--- src/rtl/random_word_gen_if.sv ---
// random_word_gen_if: valid/ready word channel out of the random word generator.
//   random_Word  WORD_W  assembled word, meaningful while o_Valid=1
//   o_Valid      1       word available
//   i_Ready      1       consumer takes the word when o_Valid && i_Ready at posedge clk
// The master modport is the producer side; the slave modport is the consumer side.
interface random_word_gen_if #(
  parameter int WORD_W = 8
);
  logic [WORD_W-1:0] random_Word;
  logic              o_Valid;
  logic              i_Ready;

  modport master (output random_Word, output o_Valid, input  i_Ready);
  modport slave  (input  random_Word, input  o_Valid, output i_Ready);
endinterface

--- src/rtl/random_word_gen.sv ---
// random_word_gen: entropy-folding random word generator.
// Every clk, NUM_SRC entropy bits are synchronised and folded by XOR into one
// raw bit. Raw bits are optionally von Neumann debiased and shifted MSB-first
// into WORD_W-bit words, which leave on a valid/ready channel. A debounced
// push-button gates generation (continuous or one-shot), and a
// repetition-count health test latches a sticky fault on stuck entropy.
// Ports:
//   clk          in   1        system clock
//   reset        in   1        synchronous, active-high reset
//   entropy_In   in   NUM_SRC  asynchronous entropy bits
//   button_Trig  in   1        raw push-button level, active-high
//   bus          master        random_Word / o_Valid / i_Ready channel
//   random_On    out  1        debounced button state
//   o_Fault      out  1        sticky health-test failure
module random_word_gen #(
  parameter int          NUM_SRC       = 8,
  parameter int          WORD_W        = 8,
  parameter logic [24:0] DEBOUNCE_TIME = 25'd20000000,
  parameter bit          DEBIAS        = 1'b1,
  parameter bit          ONE_SHOT      = 1'b0,
  parameter int          REP_LIMIT     = 32
) (
  input  logic               clk,
  input  logic               reset,
  input  logic [NUM_SRC-1:0] entropy_In,
  input  logic               button_Trig,
  random_word_gen_if.master  bus,
  output logic               random_On,
  output logic               o_Fault
);

  typedef enum logic [1:0] {IDLE, COLLECT, HOLD} state_t;

  localparam int                BC_W    = (WORD_W > 1) ? $clog2(WORD_W) : 1;
  localparam logic [BC_W-1:0]   BC_LAST = BC_W'(WORD_W - 1);
  localparam int                ACC_W   = (WORD_W > 1) ? WORD_W - 1 : 1;
  localparam int                REP_W   = $clog2(REP_LIMIT + 1);
  localparam logic [REP_W-1:0]  REP_MAX = REP_W'(REP_LIMIT);
  localparam logic [24:0]       DB_MAX  = DEBOUNCE_TIME - 25'd1;

  logic [NUM_SRC-1:0] sync1, sync2;
  logic               raw_bit, prev_bit;
  logic [REP_W-1:0]   rep_cnt, rep_nxt;
  logic               fault_trip, fault_q;
  logic [24:0]        db_cnt;
  logic               on_d, enable;
  state_t             state;
  logic [BC_W-1:0]    bit_cnt;
  logic [ACC_W-1:0]   acc;
  logic               pair_phase, first_bit;
  logic               bit_ok, bit_val;
  logic [ACC_W:0]     cat;
  logic [WORD_W-1:0]  word_nxt, word_q;
  logic               valid_q;

  assign raw_bit   = ^sync2;
  assign random_On = (db_cnt == DB_MAX);
  assign enable    = ONE_SHOT ? (random_On & ~on_d) : random_On;
  assign o_Fault   = fault_q;

  assign bus.random_Word = word_q;
  assign bus.o_Valid     = valid_q;

  // Run length of identical raw bits, saturating at the trip point.
  assign rep_nxt    = (raw_bit != prev_bit) ? REP_W'(1) :
                      (rep_cnt == REP_MAX)  ? REP_MAX : rep_cnt + REP_W'(1);
  assign fault_trip = (rep_nxt == REP_MAX);

  // Bit acceptance: with debiasing, only the second bit of a pair can
  // accept, and it delivers the first bit of an unequal pair.
  always_comb begin
    // NOTE: every output gets a default first so no path leaves a latch.
    bit_ok  = 1'b1;
    bit_val = raw_bit;
    if (DEBIAS) begin
      bit_ok  = pair_phase && (first_bit != raw_bit);
      bit_val = first_bit;
    end
  end

  // Earlier accepted bits sit above the new one, so the first bit ends as MSB.
  assign cat      = {acc, bit_val};
  assign word_nxt = cat[WORD_W-1:0];

  always_ff @(posedge clk) begin
    if (reset) begin
      sync1      <= '0;
      sync2      <= '0;
      prev_bit   <= 1'b0;
      rep_cnt    <= '0;
      fault_q    <= 1'b0;
      db_cnt     <= '0;
      on_d       <= 1'b0;
      state      <= IDLE;
      bit_cnt    <= '0;
      acc        <= '0;
      pair_phase <= 1'b0;
      first_bit  <= 1'b0;
      word_q     <= '0;
      valid_q    <= 1'b0;
    end else begin
      // NOTE: non-blocking throughout, so every decision below sees pre-edge state.
      sync1    <= entropy_In;
      sync2    <= sync1;
      prev_bit <= raw_bit;
      rep_cnt  <= rep_nxt;
      on_d     <= random_On;
      if (fault_trip) fault_q <= 1'b1;

      if (!button_Trig)       db_cnt <= '0;
      else if (db_cnt != DB_MAX) db_cnt <= db_cnt + 25'd1;

      // A fault (existing or tripping now) beats any word completing this edge.
      if (fault_q || fault_trip) begin
        state      <= IDLE;
        valid_q    <= 1'b0;
        bit_cnt    <= '0;
        pair_phase <= 1'b0;
      end else begin
        case (state)
          IDLE: begin
            bit_cnt    <= '0;
            pair_phase <= 1'b0;
            if (enable) state <= COLLECT;
          end
          COLLECT: begin
            if (!ONE_SHOT && !random_On) begin
              state <= IDLE;            // partial word is abandoned
            end else begin
              if (DEBIAS) begin
                pair_phase <= ~pair_phase;
                if (!pair_phase) first_bit <= raw_bit;
              end
              if (bit_ok) begin
                if (bit_cnt == BC_LAST) begin
                  word_q  <= word_nxt;
                  valid_q <= 1'b1;
                  bit_cnt <= '0;
                  state   <= HOLD;
                end else begin
                  acc     <= word_nxt[ACC_W-1:0];
                  bit_cnt <= bit_cnt + BC_W'(1);
                end
              end
            end
          end
          HOLD: begin
            // Raw bits arriving here are dropped; the word stays put until taken.
            if (valid_q && bus.i_Ready) begin
              valid_q <= 1'b0;
              if (!ONE_SHOT && random_On) begin
                state      <= COLLECT;
                bit_cnt    <= '0;
                pair_phase <= 1'b0;
              end else begin
                state <= IDLE;
              end
            end
          end
          default: state <= IDLE;
        endcase
      end
    end
  end

endmodule

--- src/flat_wrapper.sv ---
// flat-port wrapper written by rule: the top's interface ports become plain ports
module random_word_gen_flat 
#(
  parameter int          NUM_SRC       = 8,
  parameter int          WORD_W        = 8,
  parameter logic [24:0] DEBOUNCE_TIME = 25'd20000000,
  parameter bit          DEBIAS        = 1'b1,
  parameter bit          ONE_SHOT      = 1'b0,
  parameter int          REP_LIMIT     = 32
)
  (clk, reset, entropy_In, button_Trig, random_On, o_Fault, bus_random_Word, bus_o_Valid, bus_i_Ready);
  random_word_gen_if #(.WORD_W(WORD_W)) bus_i ();
  input  logic clk;
  input  logic reset;
  input  logic [NUM_SRC-1:0] entropy_In;
  input  logic button_Trig;
  output logic random_On;
  output logic o_Fault;
  output wire logic [$bits(bus_i.random_Word)-1:0] bus_random_Word;
  output wire logic [$bits(bus_i.o_Valid)-1:0] bus_o_Valid;
  input wire logic [$bits(bus_i.i_Ready)-1:0] bus_i_Ready;
  assign bus_random_Word = bus_i.random_Word;
  assign bus_o_Valid = bus_i.o_Valid;
  assign bus_i.i_Ready = bus_i_Ready;
  random_word_gen #(.NUM_SRC(NUM_SRC), .WORD_W(WORD_W), .DEBOUNCE_TIME(DEBOUNCE_TIME), .DEBIAS(DEBIAS), .ONE_SHOT(ONE_SHOT), .REP_LIMIT(REP_LIMIT)) u_core (.clk(clk), .reset(reset), .entropy_In(entropy_In), .button_Trig(button_Trig), .bus(bus_i), .random_On(random_On), .o_Fault(o_Fault));
endmodule
--- config.mk ---
export PLATFORM = sky130hd
export DESIGN_NAME = random_word_gen_flat
export DESIGN_NICKNAME = d
export VERILOG_FILES = /design/src/rtl/random_word_gen_if.sv /design/src/rtl/random_word_gen.sv /design/src/flat_wrapper.sv
export SDC_FILE = /design/constraint.sdc
export NUM_CORES = 1
export LEC_CHECK = 0
export BUFFER_PORTS_ARGS = -buffer_cell sky130_fd_sc_hd__buf_2
export CORE_AREA = 2 2 72 126
export DETAILED_ROUTE_END_ITERATION = 8
export DIE_AREA = 0 0 74 128
export PLACE_DENSITY_LB_ADDON = 0.25
export SLEW_MARGIN = 30
export SYNTH_ARGS = -nofsm -noshare
export SYNTH_HDL_FRONTEND = slang
export SYNTH_SLANG_ARGS = --single-unit
--- constraint.sdc ---
create_clock -name clk -period 2.6 [get_ports clk]
set_input_delay 0.52 -clock clk [delete_from_list [all_inputs] [get_ports clk]]
set_output_delay 0.52 -clock clk [all_outputs]
set_load 0.01 [all_outputs]
==> out/metrics.json <==
{
  "setup_tns_ns": 0,
  "start_util": 0.389,
  "synth_async_sr_flop_share": 0,
  "globalRoute.totalOverflow": 0,
  "critical_path_peak_fanout": 5,
  "routed_via_density": 4.88,
  "most_frequent_standard_cell_in_the_layout_excluding_fill_and_tap_cells": "sky130_fd_sc_hd__dfxtp_1",
  "max_slew.worst_pin.slew_ns": 0.583,
  "worst_setup_path_end_kind": "output pin",
  "postSynthAreaPerCell_um2": 9.42,
  "required_ns": 2.08,
  "place.detailed.hpwl_um": 4720,
  "critical-path-max-stage-delay_ns": 0.37,
  "routabilityCongestion": 0.818,
  "detail_route.iter0.violations": 125,
  "clock-sinks": 72,
  "fin_clk_skew_ns": 0.00453,
  "path_buf_inv": 2,
  "grt_pass1_vias": 2460,
  "worst_skew_pair.late_latency_ns": 0.33,
  "grt_pass1_wl_um": 10900,
  "relative_slew_slack": 0.611,
  "syn-num-nets": 372,
  "area_growth_pct": 17.9,
  "top_level_ports": 23,
  "cts-resized-gates": 1,
  "cts.clk_slew.worst_paths_ns": 0.05,
  "htree_levels": 3,
  "post_synth_inst_count": 351,
  "power_leakage_nw": 1.42,
  "hold_path.startpoint": "entropy_In[0]",
  "timing.critical_path.max_delay_family": "simple AND/OR/NAND/NOR gates",
  "vdd_ir_drop_max_v": 0.000405,
  "postSynth.topFlopCell": "sky130_fd_sc_hd__dfxtp_1",
  "worstSetupStartpointType": "flip-flop",
  "fin_total_pwr_w": 0.00259,
  "pin_count_of_the_biggest_net_entering_global_routing": 40,
  "root_buffer": "sky130_fd_sc_hd__clkbuf_16",
  "max_capacitance_violation_total": 0,
  "remaining_drc_errors": 0,
  "worst_hold_path.num_cells": 2,
  "unrepaired_setup_endpoints_after_global_routing": "no",
  "synth_warnings": 0,
  "min_path_type": "input port to flip-flop",
  "number_of_antenna_violations_at_the_first_check_in_global_routing": 0,
  "hold_path_end": "u_core.sync1[0]",
  "fmax_mhz": 400,
  "die_height_um": 128,
  "totalWireLength_um": 6450,
  "crit_path_top_delay_cell": "sky130_fd_sc_hd__dfxtp_1",
  "coreArea_um2": 8500,
  "diodes": 0,
  "pwr_density_cell_nw_per_um2": 666,
  "critical_path_class": "flip-flop to output pin",
  "outcome": "finished, final reports clean",
  "cts_inserted_buffers": 9,
  "period_share": 0.962,
  "die_footprint_um2": 9470,
  "synth_enable_flop_cells": 0,
  "rows": 45,
  "wl_per_cell_um": 12.9,
  "global_route_usage_over_all_layers": 0.152,
  "crit-reg2reg-capture": "u_core.acc[3]",
  "cts_max_path_buffers": 2,
  "antenna_violating_nets_post_route": 0,
  "fraction_of_final_layout_cells_with_drive_strength_greater_than_1": 0.159,
  "maxSlewViolCount": 0,
  "synthesis.area_um2": 3310,
  "worst_r2r_setup_slack_ns": 0.12,
  "layout.core_utilization": 0.458,
  "critical_path.reg2reg.startpoint": "u_core.db_cnt[0]",
  "post-cts-setup-buffer-count": 0,
  "layout.cells.most_common_list": "sky130_fd_sc_hd__dfxtp_1, sky130_fd_sc_hd__nor2_1, sky130_fd_sc_hd__buf_2",
  "sequential_cell_area_fraction_in_the_yosys_report": 0.436,
  "setup_viols_final": 0,
  "tritoncts": "done",
  "io_buffers": 22,
  "synthDistinctLibCells": 46,
  "finalNetCount": 400,
  "post-route-min-period_ns": 2.50,
  "ffs_latches_synth": 72,
  "r2r_cells": 8,
  "timing.critical_path.cells": "ha_2 -> nand3_1 -> or3_4 -> or2_2 -> inv_2 -> buf_2",
  "drt_first_pass_iters": 4,
  "num_vias": 2439,
  "worstPathArrival_ns": 1.98,
  "cts-hold-fix-buffers": 0,
  "floorplan.die.width_um": 74,
  "report.final.hold_viol_count": 0
}
## worst max-delay path by stage
stage / cells after the start / from / endpoint / slack, ns
after CTS: 6 / u_core.db_cnt[0] / random_On / 0.02
after floorplan: 7 / u_core.db_cnt[0] / u_core.acc[0] / 0.20
after detailed placement: 8 / u_core.db_cnt[0] / u_core.acc[6] / 0.11
final: 6 / u_core.db_cnt[0] / random_On / 0.1
after global placement: 8 / u_core.db_cnt[0] / u_core.acc[2] / 0.19
after global routing: 6 / u_core.db_cnt[0] / random_On / 0.004
## stage by stage
stage	cell area, um^2	hold slack, ns	setup WS (ns)	instances
2_1_floorplan	3310	0.414	0.204	351
3_3_place_gp	3580	0.417	0.186	485
3_5_place_dp	3580	0.421	0.106	485
4_1_cts	3890	0.389	0.0172	500
5_1_grt	3900	0.399	0.00398	500
6_report	3900	0.403	0.0994	500
## state kept, by name, indices dropped and copies added (netlist names), 2 cells and up
name	flops
u_core.sync1	8
u_core.sync2	8
u_core.bit_cnt	3
u_core.rep_cnt	6
u_core.acc	7
u_core.state	2
u_core.bus.random_Word	8
u_core.db_cnt	25
## worst register-to-register path: cells and delay by family (launching register included)
kind,cells,cell delay (ns)
AND/OR/NAND/NOR,4,1.26
multiplexers,1,0.17
adder cells (fa/ha/maj),1,0.24
buffers and inverters,1,0.16
flip-flops,1,0.37
AO/OA/AOI/OAI,1,0.20
## cells in the mapped netlist, types with 5 or more instances
cell | n | area, um^2
sky130_fd_sc_hd__nor2b_1 | 17 | 106
sky130_fd_sc_hd__mux2i_1 | 15 | 150
sky130_fd_sc_hd__dfxtp_1 | 72 | 1440
sky130_fd_sc_hd__nand2_1 | 20 | 75.1
sky130_fd_sc_hd__nand4_1 | 7 | 43.8
sky130_fd_sc_hd__nor4_1 | 8 | 50.1
sky130_fd_sc_hd__xnor2_1 | 20 | 175
sky130_fd_sc_hd__clkbuf_1 | 12 | 45.0
sky130_fd_sc_hd__a21oi_1 | 13 | 65.1
sky130_fd_sc_hd__nand3_1 | 14 | 70.1
sky130_fd_sc_hd__nor4bb_1 | 5 | 50.1
sky130_fd_sc_hd__and3_1 | 6 | 37.5
sky130_fd_sc_hd__xor2_1 | 11 | 96.3
sky130_fd_sc_hd__inv_1 | 12 | 45.0
sky130_fd_sc_hd__nor3_1 | 6 | 30.0
sky130_fd_sc_hd__o21ai_0 | 10 | 50.1
sky130_fd_sc_hd__ha_1 | 9 | 113
sky130_fd_sc_hd__nand2b_1 | 18 | 113
sky130_fd_sc_hd__nor2_1 | 39 | 146
## per-layer routing
| layer | global-route usage | routed length, um | vias to the layer above |
|---|---|---|---|
| met5 | 0 | 0 | - |
| met4 | 0.0610 | 44 | 0 |
| met3 | 0.0558 | 198 | 5 |
| met2 | 0.274 | 3530 | 23 |
| met1 | 0.152 | 2670 | 1158 |
| li1 | - | - | 1253 |
## cells by family after synthesis
family	Yosys count	share of synthesized area
buffers and inverters	24	0.0273
AND/OR/NAND/NOR	156	0.260
multiplexers	16	0.0488
flip-flops	72	0.436
AO/OA/AOI/OAI	39	0.0855
adder cells (fa/ha/maj)	9	0.0341
XOR/XNOR	35	0.108
## final cells by class
class / instances / area, um^2
inverters: 12 / 45.0
fillers: 839 / 4610
multi-input cells: 255 / 1780
clock inverters: 6 / 85.1
repair buffers: 29 / 175
flip-flops and latches: 72 / 1440
clock buffers: 9 / 225
well taps: 117 / 146
## power breakdown
group | total (W) | leakage, nW | internal, W | switching (W)
Sequential | 0.00114 | 0.584 | 0.00113 | 0.0000151
Combinational | 0.000175 | 0.688 | 0.0000870 | 0.0000885
Clock | 0.00128 | 0.147 | 0.000830 | 0.000447
Note: power is estimated with default switching activity, not from simulation.
